$ cat config.mk
export PLATFORM = sky130hd
export DESIGN_NAME = uart_cmd_sequencer
export DESIGN_NICKNAME = d
export VERILOG_FILES = /design/src/rtl/uart_cmd_sequencer.sv
export SDC_FILE = /design/constraint.sdc
export NUM_CORES = 1
export LEC_CHECK = 0
export ABC_AREA = 1
export CORE_UTILIZATION = 52
export CTS_CLUSTER_DIAMETER = 30
export DETAILED_ROUTE_END_ITERATION = 10
export PLACE_DENSITY_LB_ADDON = 0.15
export SLEW_MARGIN = 10
export SYNTH_ARGS = -nofsm -noshare
export SYNTH_HDL_FRONTEND = slang
export SYNTH_SLANG_ARGS = --single-unit
$ cat constraint.sdc
create_clock -name clk -period 2.5 [get_ports clk]
set_input_delay 0.75 -clock clk [delete_from_list [all_inputs] [get_ports clk]]
set_output_delay 0.75 -clock clk [all_outputs]
set_load 0.03 [all_outputs]
$ cat src/rtl/uart_cmd_sequencer.sv
// uart_cmd_sequencer: turns UART bytes into 32-bit bus commands.
// Frames are an opcode byte followed by a big-endian address and, for writes,
// big-endian write data. One command at a time goes out on a valid/ready
// interface. A stalled frame is dropped after TIMEOUT_TICKS baud ticks without
// a byte. Protocol and overrun errors are reported as registered one-cycle pulses.
module uart_cmd_sequencer #(
    parameter int unsigned TIMEOUT_TICKS = 2048,
    parameter logic [7:0]  CMD_WR        = 8'h57,
    parameter logic [7:0]  CMD_RD        = 8'h52
) (
    input  logic        clk,
    input  logic        resetn,
    input  logic        b_tick,
    input  logic        rx_done,
    input  logic [7:0]  rx_data,
    output logic        cmd_valid,
    input  logic        cmd_ready,
    output logic        cmd_wr,
    output logic [31:0] cmd_addr,
    output logic [31:0] cmd_wdata,
    output logic        busy,
    output logic        frame_err,
    output logic        overrun
);

    typedef enum logic [1:0] {
        IDLE,
        ADDR,
        DATA,
        ISSUE
    } state_t;

    localparam logic [15:0] TMO_LIMIT = 16'(TIMEOUT_TICKS);

    state_t      state;
    state_t      state_nxt;
    logic [1:0]  byte_cnt;
    logic [1:0]  byte_cnt_nxt;
    logic [15:0] tmo_cnt;
    logic [15:0] tmo_nxt;
    logic        wr_nxt;
    logic [31:0] addr_nxt;
    logic [31:0] wdata_nxt;
    logic        ferr_nxt;
    logic        ovr_nxt;
    logic        take_opcode;

    // The command is presented only from ISSUE, so valid and busy decode straight from state.
    assign cmd_valid = (state == ISSUE);
    assign busy      = (state != IDLE);

    // Next-state and datapath logic. An opcode is accepted in IDLE and also in the
    // handshake cycle, so a back-to-back frame does not lose its first byte.
    always_comb begin
        state_nxt    = state;
        byte_cnt_nxt = byte_cnt;
        tmo_nxt      = tmo_cnt;
        wr_nxt       = cmd_wr;
        addr_nxt     = cmd_addr;
        wdata_nxt    = cmd_wdata;
        ferr_nxt     = 1'b0;
        ovr_nxt      = 1'b0;
        take_opcode  = 1'b0;

        case (state)
            IDLE: begin
                take_opcode = rx_done;
            end
            ADDR, DATA: begin
                if (rx_done) begin
                    if (state == ADDR) begin
                        addr_nxt = {cmd_addr[23:0], rx_data};
                    end else begin
                        wdata_nxt = {cmd_wdata[23:0], rx_data};
                    end
                    byte_cnt_nxt = byte_cnt + 2'd1;
                    tmo_nxt      = '0;
                    if (byte_cnt == 2'd3) begin
                        if (state == ADDR && cmd_wr) begin
                            state_nxt = DATA;
                        end else begin
                            state_nxt = ISSUE;
                        end
                    end
                end else if (b_tick) begin
                    if (tmo_cnt + 16'd1 == TMO_LIMIT) begin
                        state_nxt = IDLE;
                        ferr_nxt  = 1'b1;
                        tmo_nxt   = '0;
                    end else begin
                        tmo_nxt = tmo_cnt + 16'd1;
                    end
                end
            end
            ISSUE: begin
                if (cmd_ready) begin
                    state_nxt   = IDLE;
                    take_opcode = rx_done;
                end else if (rx_done) begin
                    ovr_nxt = 1'b1;
                end
            end
            default: begin
                state_nxt = IDLE;
            end
        endcase

        if (take_opcode) begin
            if (rx_data == CMD_WR) begin
                wr_nxt       = 1'b1;
                state_nxt    = ADDR;
                byte_cnt_nxt = '0;
                tmo_nxt      = '0;
            end else if (rx_data == CMD_RD) begin
                wr_nxt       = 1'b0;
                wdata_nxt    = '0;
                state_nxt    = ADDR;
                byte_cnt_nxt = '0;
                tmo_nxt      = '0;
            end else begin
                ferr_nxt = 1'b1;
            end
        end
    end

    // State, command and counter registers, all cleared by the asynchronous reset.
    always_ff @(posedge clk or negedge resetn) begin
        if (!resetn) begin
            state     <= IDLE;
            byte_cnt  <= '0;
            tmo_cnt   <= '0;
            cmd_wr    <= 1'b0;
            cmd_addr  <= '0;
            cmd_wdata <= '0;
            frame_err <= 1'b0;
            overrun   <= 1'b0;
        end else begin
            state     <= state_nxt;
            byte_cnt  <= byte_cnt_nxt;
            tmo_cnt   <= tmo_nxt;
            cmd_wr    <= wr_nxt;
            cmd_addr  <= addr_nxt;
            cmd_wdata <= wdata_nxt;
            frame_err <= ferr_nxt;
            overrun   <= ovr_nxt;
        end
    end

endmodule

==> metrics.md, run 1 <==
| Metric | Value |
|---|---|
| Register Area | `~2200 um2` |
| Largest net degree at the start of global routing | `just under 50` |
| First-pass iteration count of the detailed router | `4` |
| Leak pwr | `between 2 and 2.5 nW` |
| Hold Path Class | `input pin to async pin` |
| Die height | `92.86 um` |
| Total die area | `8623 um2` |
| Gr ovfl total | `0` |
| Mapped Area | `4293 um2` |
| Worst Skew | `0.007415 ns` |
| Initial DRC count | `247` |
| Clock-pin slew on the worst setup and hold paths | `~0.08 ns` |
| Number of vias per cell | `5.492` |
| Final wirelength | `10.06 mm` |
| Avg Cell Area, Syn | `8.401 um2` |
| Setup WS pre-CTS | `-0.1306 ns` |
| Root Buffer Master | `clkbuf_8` |
| WP data arrival | `1.67 ns` |
| Diode count | `0` |
| Layout cells sized above 1 | `0.1002` |
| Post-synth cell types | `30` |
| # IOs | `82` |
| Worst-Margin Slew | `roughly 0.49 ns` |
| First-pass GRT wire length | `between 15 and 20 mm` |
| Placed wire-length estimate | `6.988 mm` |
| Crit Path Max Fanout | `5` |
| Std-Cell Rows | `32` |
| YS warnings | `0` |
| Area growth syn-to-layout | `28.42%` |
| Period utilisation layout | `0.9688` |
| GPL Wtd Cong | `0.8685` |
| Seq/Total Area, Yosys | `0.5071` |
| Max Cap Viol | `0` |
| Die Span X | `just over 90 um` |
| CTS tree | `done` |
| CTS Buffer Depth | `2` |
| Final Core Density | `0.7025` |
| Routed wire per std cell | `roughly 14 um` |
| RSZ-0062 raised after global routing | `no` |
| Core Area | `7848 um2` |
| Final Hold Fails | `0` |
| Clock sink count | `87` |
| Fill cell count | `~660` |
| Worst setup SP type | `flip-flop` |
| Nets | `between 600 and 700` |
| Crit. End Element | `primary output` |
| Final setup vio count | `0` |
| Num CTS Buffers | `9` |
| Register bit total from synthesis | `87` |
| Clock latency on the worst-skew pair | `0.35 ns` |
| Tmin final | `2.422 ns` |
| Clock H-tree levels | `3` |
| DRC Markers | `0` |
| Vias | `~3,900` |
| Req. time, crit path | `1.75 ns` |
| Synthesized instance count | `511` |
| Synth Net Count | `530` |
| Worst Path Class, Setup | `flip-flop to primary output` |
| Initial antenna violation count | `0` |
| Starting Density | `0.5470` |
| Hold_buf cts | `0` |
| Outcome | `finished, final reports clean` |
| Slew headroom | `0.6712` |
| Slew Viols, Final | `0` |
| Total Routing Usage GR | `0.2469` |
| Fmax | `between 400 and 500 MHz` |
| Detail Route Antenna Nets | `0` |
| Port bufs | `81` |
| Peak VDD IR | `roughly 740 uV` |
| Number of global-route vias before repair | `3,571` |
| PD cells | `1208 nW/um2` |
| Final WS setup | `0.07789 ns` |
| Area of the multi-input gates | `1843 um2` |
-- critical path, stage by stage, from the launching register on --
cell and delay (ns):
dfrtp_1 0.43, ha_1 0.22, clkdlybuf4s50_1 0.68
-- cells in the mapped netlist (all sizes together) --
cell      n  area, um2
a21oi    52      260.3
a22oi    10      75.07
xor2      2      17.52
nand3    15      80.08
nor2     47      201.4
nor4      3      18.77
ha        6      75.07
nand4    37      231.5
o21bai    2      18.77
nand3b    2      15.01
nor3      3      15.01
o22ai     1      6.260
clkinv    2      7.510
a211oi    2      15.01
xnor2     1      8.760
nand2   129      491.7
buf      10      50.05
dfrtp    87       2177
clkbuf   19      71.32
mux2     16      180.2
o21ai    26      130.1
inv      39      146.4
-- layout make-up --
type	count	share of cell area
flip-flops and latches	87	0.3949
multi-input cells	354	0.3343
repair buffers	103	0.1877
inverters	41	0.02792
clock buffers	10	0.02315
well taps	102	0.02315
clock inverters	4	0.008852
-- layer usage --
layer | share of wire | wire (um) | global-route usage | vias up
met2 | 0.47 | 4734 | 0.3903 | 108
met3 | 0.069 | 695 | 0.06979 | 10
met4 | 0.014 | 143 | 0.08590 | 0
met1 | 0.45 | 4490 | 0.3256 | 1849
met5 | 0 | 0 | 0 | -
li1 | - | - | - | 1883
-- logic make-up (layout without fill, tap and decap cells) --
logic type / Yosys count / count (layout) / synth area share
DFF: 87 / 87 / 0.5071
and+or+nand+nor: 236 / 236 / 0.2454
muxes: 16 / 16 / 0.04197
AOI/OAI and AO/OA: 93 / 93 / 0.1178
buffers and inverters: 70 / 158 / 0.06412
adders and majority gates: 6 / 6 / 0.01749
xor gates and xnor gates: 3 / 3 / 0.006122
-- cells in the final DEF, fill, tap and decap left out, types with 3 or more instances in the layout --
cell | Yosys | layout
buf_4 | 1 | 18
nor4_1 | 3 | 3
buf_12 | 0 | 5
nand3_1 | 14 | 14
nor3_1 | 3 | 3
mux2_2 | 16 | 16
o21ai_0 | 24 | 24
dfrtp_1 | 87 | 87
nor2_1 | 43 | 42
clkdlybuf4s50_1 | 0 | 79
nand2_1 | 128 | 128
inv_1 | 39 | 39
a21oi_1 | 52 | 52
clkbuf_8 | 0 | 9
a22oi_1 | 10 | 10
nand4_1 | 37 | 37
nor2_4 | 3 | 3
ha_1 | 6 | 6
-- stage by stage --
stage | TNS [ns] | hold slack [ns] | power (mW) | instances | cell area, um2
6_report | 0 | 0.3622 | 6.662 | 701 | 5513
5_1_grt | 0 | 0.3866 | 7.033 | 701 | 5513
4_1_cts | 0 | 0.3632 | 6.698 | 701 | 5513
3_5_place_dp | -2.373 | 0.4915 | 5.768 | 687 | 5338
3_3_place_gp | -1.879 | 0.4877 | 5.692 | 687 | 5338
2_1_floorplan | 0 | 0.4544 | 4.317 | 511 | 4293
-- what timing repair did --
item | 4_1_cts | 5_1_grt
setup buffers | 0 | 0
endpoints found under the setup margin | 1 | 0
resized for setup | 1 | 0
hold endpoints to repair | 0 | 0
-- power by group --
part / total, mW / switching (mW) / internal (mW)
logic: 3.39 / 2.02 / 1.37
registers: 2.36 / 0.411 / 1.95
clock network: 0.915 / 0.466 / 0.450
total: 6.66 / 2.90 / 3.76
-- worst paths after layout --
check	endpoint	cells past startpoint	slack [ns]	start
min	tmo_cnt[9]$_DFF_PN0_	1	0.36	resetn
min reg2reg	cmd_addr[29]$_DFFE_PN0P_	1	0.51	cmd_addr[29]$_DFFE_PN0P_
max	cmd_valid	2	0.08	state[0]$_DFF_PN0_
max in group asynchronous	cmd_wr$_DFFE_PN0P_	2	1.52	resetn
max reg2reg	state[0]$_DFF_PN0_	9	0.32	state[0]$_DFF_PN0_
min in group clk	cmd_addr[29]$_DFFE_PN0P_	1	0.51	cmd_addr[29]$_DFFE_PN0P_
-- sequential cells by signal, indices dropped and copies added (netlist names) --
name	cells
cmd_wdata	32
overrun	1
cmd_wr	1
tmo_cnt	16
byte_cnt	2
state	2
frame_err	1
cmd_addr	32
No activity file was read; power rests on OpenSTA's default activity.
==> run 2: changes to the inputs <==
--- a/config.mk
+++ b/config.mk
@@ -6,7 +6,7 @@
 export NUM_CORES = 1
 export LEC_CHECK = 0
 export ABC_AREA = 1
-export CORE_UTILIZATION = 52
+export CORE_UTILIZATION = 42
 export CTS_CLUSTER_DIAMETER = 30
 export DETAILED_ROUTE_END_ITERATION = 10
 export PLACE_DENSITY_LB_ADDON = 0.15
==> metrics.md, run 2 (synthesis gave the netlist of run 1 again) <==
| Metric | Value |
|---|---|
| GPL Wtd Cong | `roughly 0.89` |
| RR Startpoint | `tmo_cnt[0]$_DFF_PN0_` |
| Hold Path Class | `input pin to async pin` |
| Port bufs | `about 80` |
| Vias | `3,806` |
| Internal Power | `between 3 and 4 mW` |
| WP data arrival | `1.67 ns` |
| Final instance area | `around 5500 um2` |
| Delay-heaviest family, CP | `buffers and inverters` |
| First-pass iteration count of the detailed router | `4` |
| First-pass GRT wire length | `17.49 mm` |
| Root Buffer Master | `clkbuf_8` |
| CTS Buffer Depth | `2` |
| Detail Route Antenna Nets | `0` |
| Routed wire per std cell | `14.30 um` |
| Number of vias per cell | `~5.2` |
| Switching Power | `between 2 and 3 mW` |
| Power, Total | `6.635 mW` |
| Clock sink count | `87` |
| Placed wire-length estimate | `between 7 and 8 mm` |
| R2R depth | `11` |
| Setup WS pre-CTS | `-0.2491 ns` |
| Slew headroom | `0.6799` |
| Die height | `103.1 um` |
| Crit Path Max Fanout | `5` |
| Comb pwr share | `0.509` |
| # IOs | `82` |
| Slew Viols, Final | `0` |
| Core Area | `a little under 10,000 um2` |
| Area after DPL | `5361 um2` |
| Worst-Margin Slew | `0.4802 ns` |
| Fill cell count | `969` |
| Seq pwr share | `0.354` |
| DRC Markers | `0` |
| Final WS setup | `0.07826 ns` |
| Critical path's slowest cell | `clkdlybuf4s50_1` |
| Post-CTS setup buffers | `0` |
| Crit. End Element | `primary output` |
| Max Cap Viol | `0` |
| Total Routing Usage GR | `0.2120` |
| Clock latency on the worst-skew pair | `0.35 ns` |
| Worst Skew | `between 0.007 and 0.008 ns` |
| Largest net degree at the start of global routing | `49` |
| Total die area | `10,630 um2` |
| Clk pwr share | `0.137` |
| Req. time, crit path | `between 1.5 and 2 ns` |
| Most frequent cells in the layout | `nand2_1, dfrtp_1, clkdlybuf4s50_1` |
| Number of global-route vias before repair | `3,600` |
| Clock H-tree levels | `3` |
| Num CTS Buffers | `9` |
| Nets | `613` |
| Initial DRC count | `240` |
| Starting Density | `0.4372` |
| Tmin final | `2.422 ns` |
| PD cells | `1196 nW/um2` |
| Final Hold Fails | `0` |
| Clock-pin slew on the worst setup and hold paths | `roughly 0.09 ns` |
| Initial antenna violation count | `0` |
| Gr ovfl total | `0` |
| Worst setup SP type | `flip-flop` |
| Cell Chain, Critical Path | `ha_1, clkdlybuf4s50_1` |
| Worst R2R End | `frame_err$_DFF_PN0_` |
| Commonest non-fill, non-tap cell in the layout | `nand2_1` |
| Worst Path Class, Setup | `flip-flop to primary output` |
| CTS tree | `done` |
| RSZ-0062 raised after global routing | `no` |
| Std-Cell Rows | `36` |
| Die Span X | `just over 100 um` |
| Leak pwr | `2.454 nW` |
| Period utilisation layout | `0.9687` |
| CP max stage delay | `0.68 ns` |
| Final wirelength | `10.45 mm` |
| R2r setup slk | `about 0.4 ns` |
| Final setup vio count | `0` |
| Largest regs | `cmd_addr (32), cmd_wdata (32), tmo_cnt (16)` |
| Fmax | `around 410 MHz` |
| Layout cells sized above 1 | `0.1020` |
| WP buf/inv | `1` |
| Peak VDD IR | `747.4 uV` |
| Outcome | `finished, final reports clean` |
| Area growth syn-to-layout | `29.20%` |
| Diode count | `0` |
| Switching part of the total | `0.4424` |
## run 2: changes by cell type in the layout (fill, tap and decap cells not counted), sizes merged
cell      previous run  this run
clkinvlp             0         3
inv                 39        41
clkinv               5         2
buf                 23        21
bufinv               1         0
## run 2: cell type report
type / instances / area, um2 / area share
sequential: 87 / 2177 / 0.3925
multi-input combinational: 354 / 1849 / 0.3334
timing repair buffer: 101 / 1020 / 0.1838
tap: 133 / 166.4 / 0.03000
inverter: 41 / 153.9 / 0.02775
clock buffer: 10 / 137.6 / 0.02481
clock inverter: 5 / 42.54 / 0.007670
## run 2: worst max path at each step
stage                       startpoint            endpoint  slack (ns)  cells past startpoint
floorplan                   rx_data[5]  state[0]$_DFF_PN0_        0.61                      8
global placement            rx_data[4]  state[0]$_DFF_PN0_       -0.19                     11
detailed placement          rx_data[4]  state[0]$_DFF_PN0_       -0.25                     11
CTS                 state[0]$_DFF_PN0_           cmd_valid        0.05                      2
global route        state[0]$_DFF_PN0_           cmd_valid       0.004                      2
finish              state[0]$_DFF_PN0_           cmd_valid        0.08                      2
## run 2: power groups by stage
stage                     combinational, mW  clock, mW  sequential [mW]
after floorplan                        1.06          0             3.26
after global placement                 3.35          0             2.37
after detailed placement               3.39          0             2.38
after CTS                              3.39      0.939             2.36
after global routing                   3.66      0.989             2.43
final                                  3.38      0.908             2.35
## run 2: per-layer routing
metal  global-route usage  share of wire
met1               0.3077           0.47
met2               0.3133           0.46
met5                    0              0
met4              0.07367         0.0084
met3              0.04610          0.059
## run 2: what timing repair did
action	4_1_cts	5_1_grt
gates resized for setup	1	1
endpoints found under the setup margin	1	20
hold buffers	0	0
## run 2: metrics by stage
step / TNS (ns) / utilization / instances / hold slack, ns
global placement: -3.507 / 0.5460 / 716 / 0.4885
CTS: 0 / 0.5642 / 731 / 0.3561
detailed placement: -4.833 / 0.5460 / 716 / 0.4924
global route: 0 / 0.5649 / 731 / 0.3747
finish: 0 / 0.5649 / 731 / 0.3506
floorplan: 0 / - / 511 / 0.4544
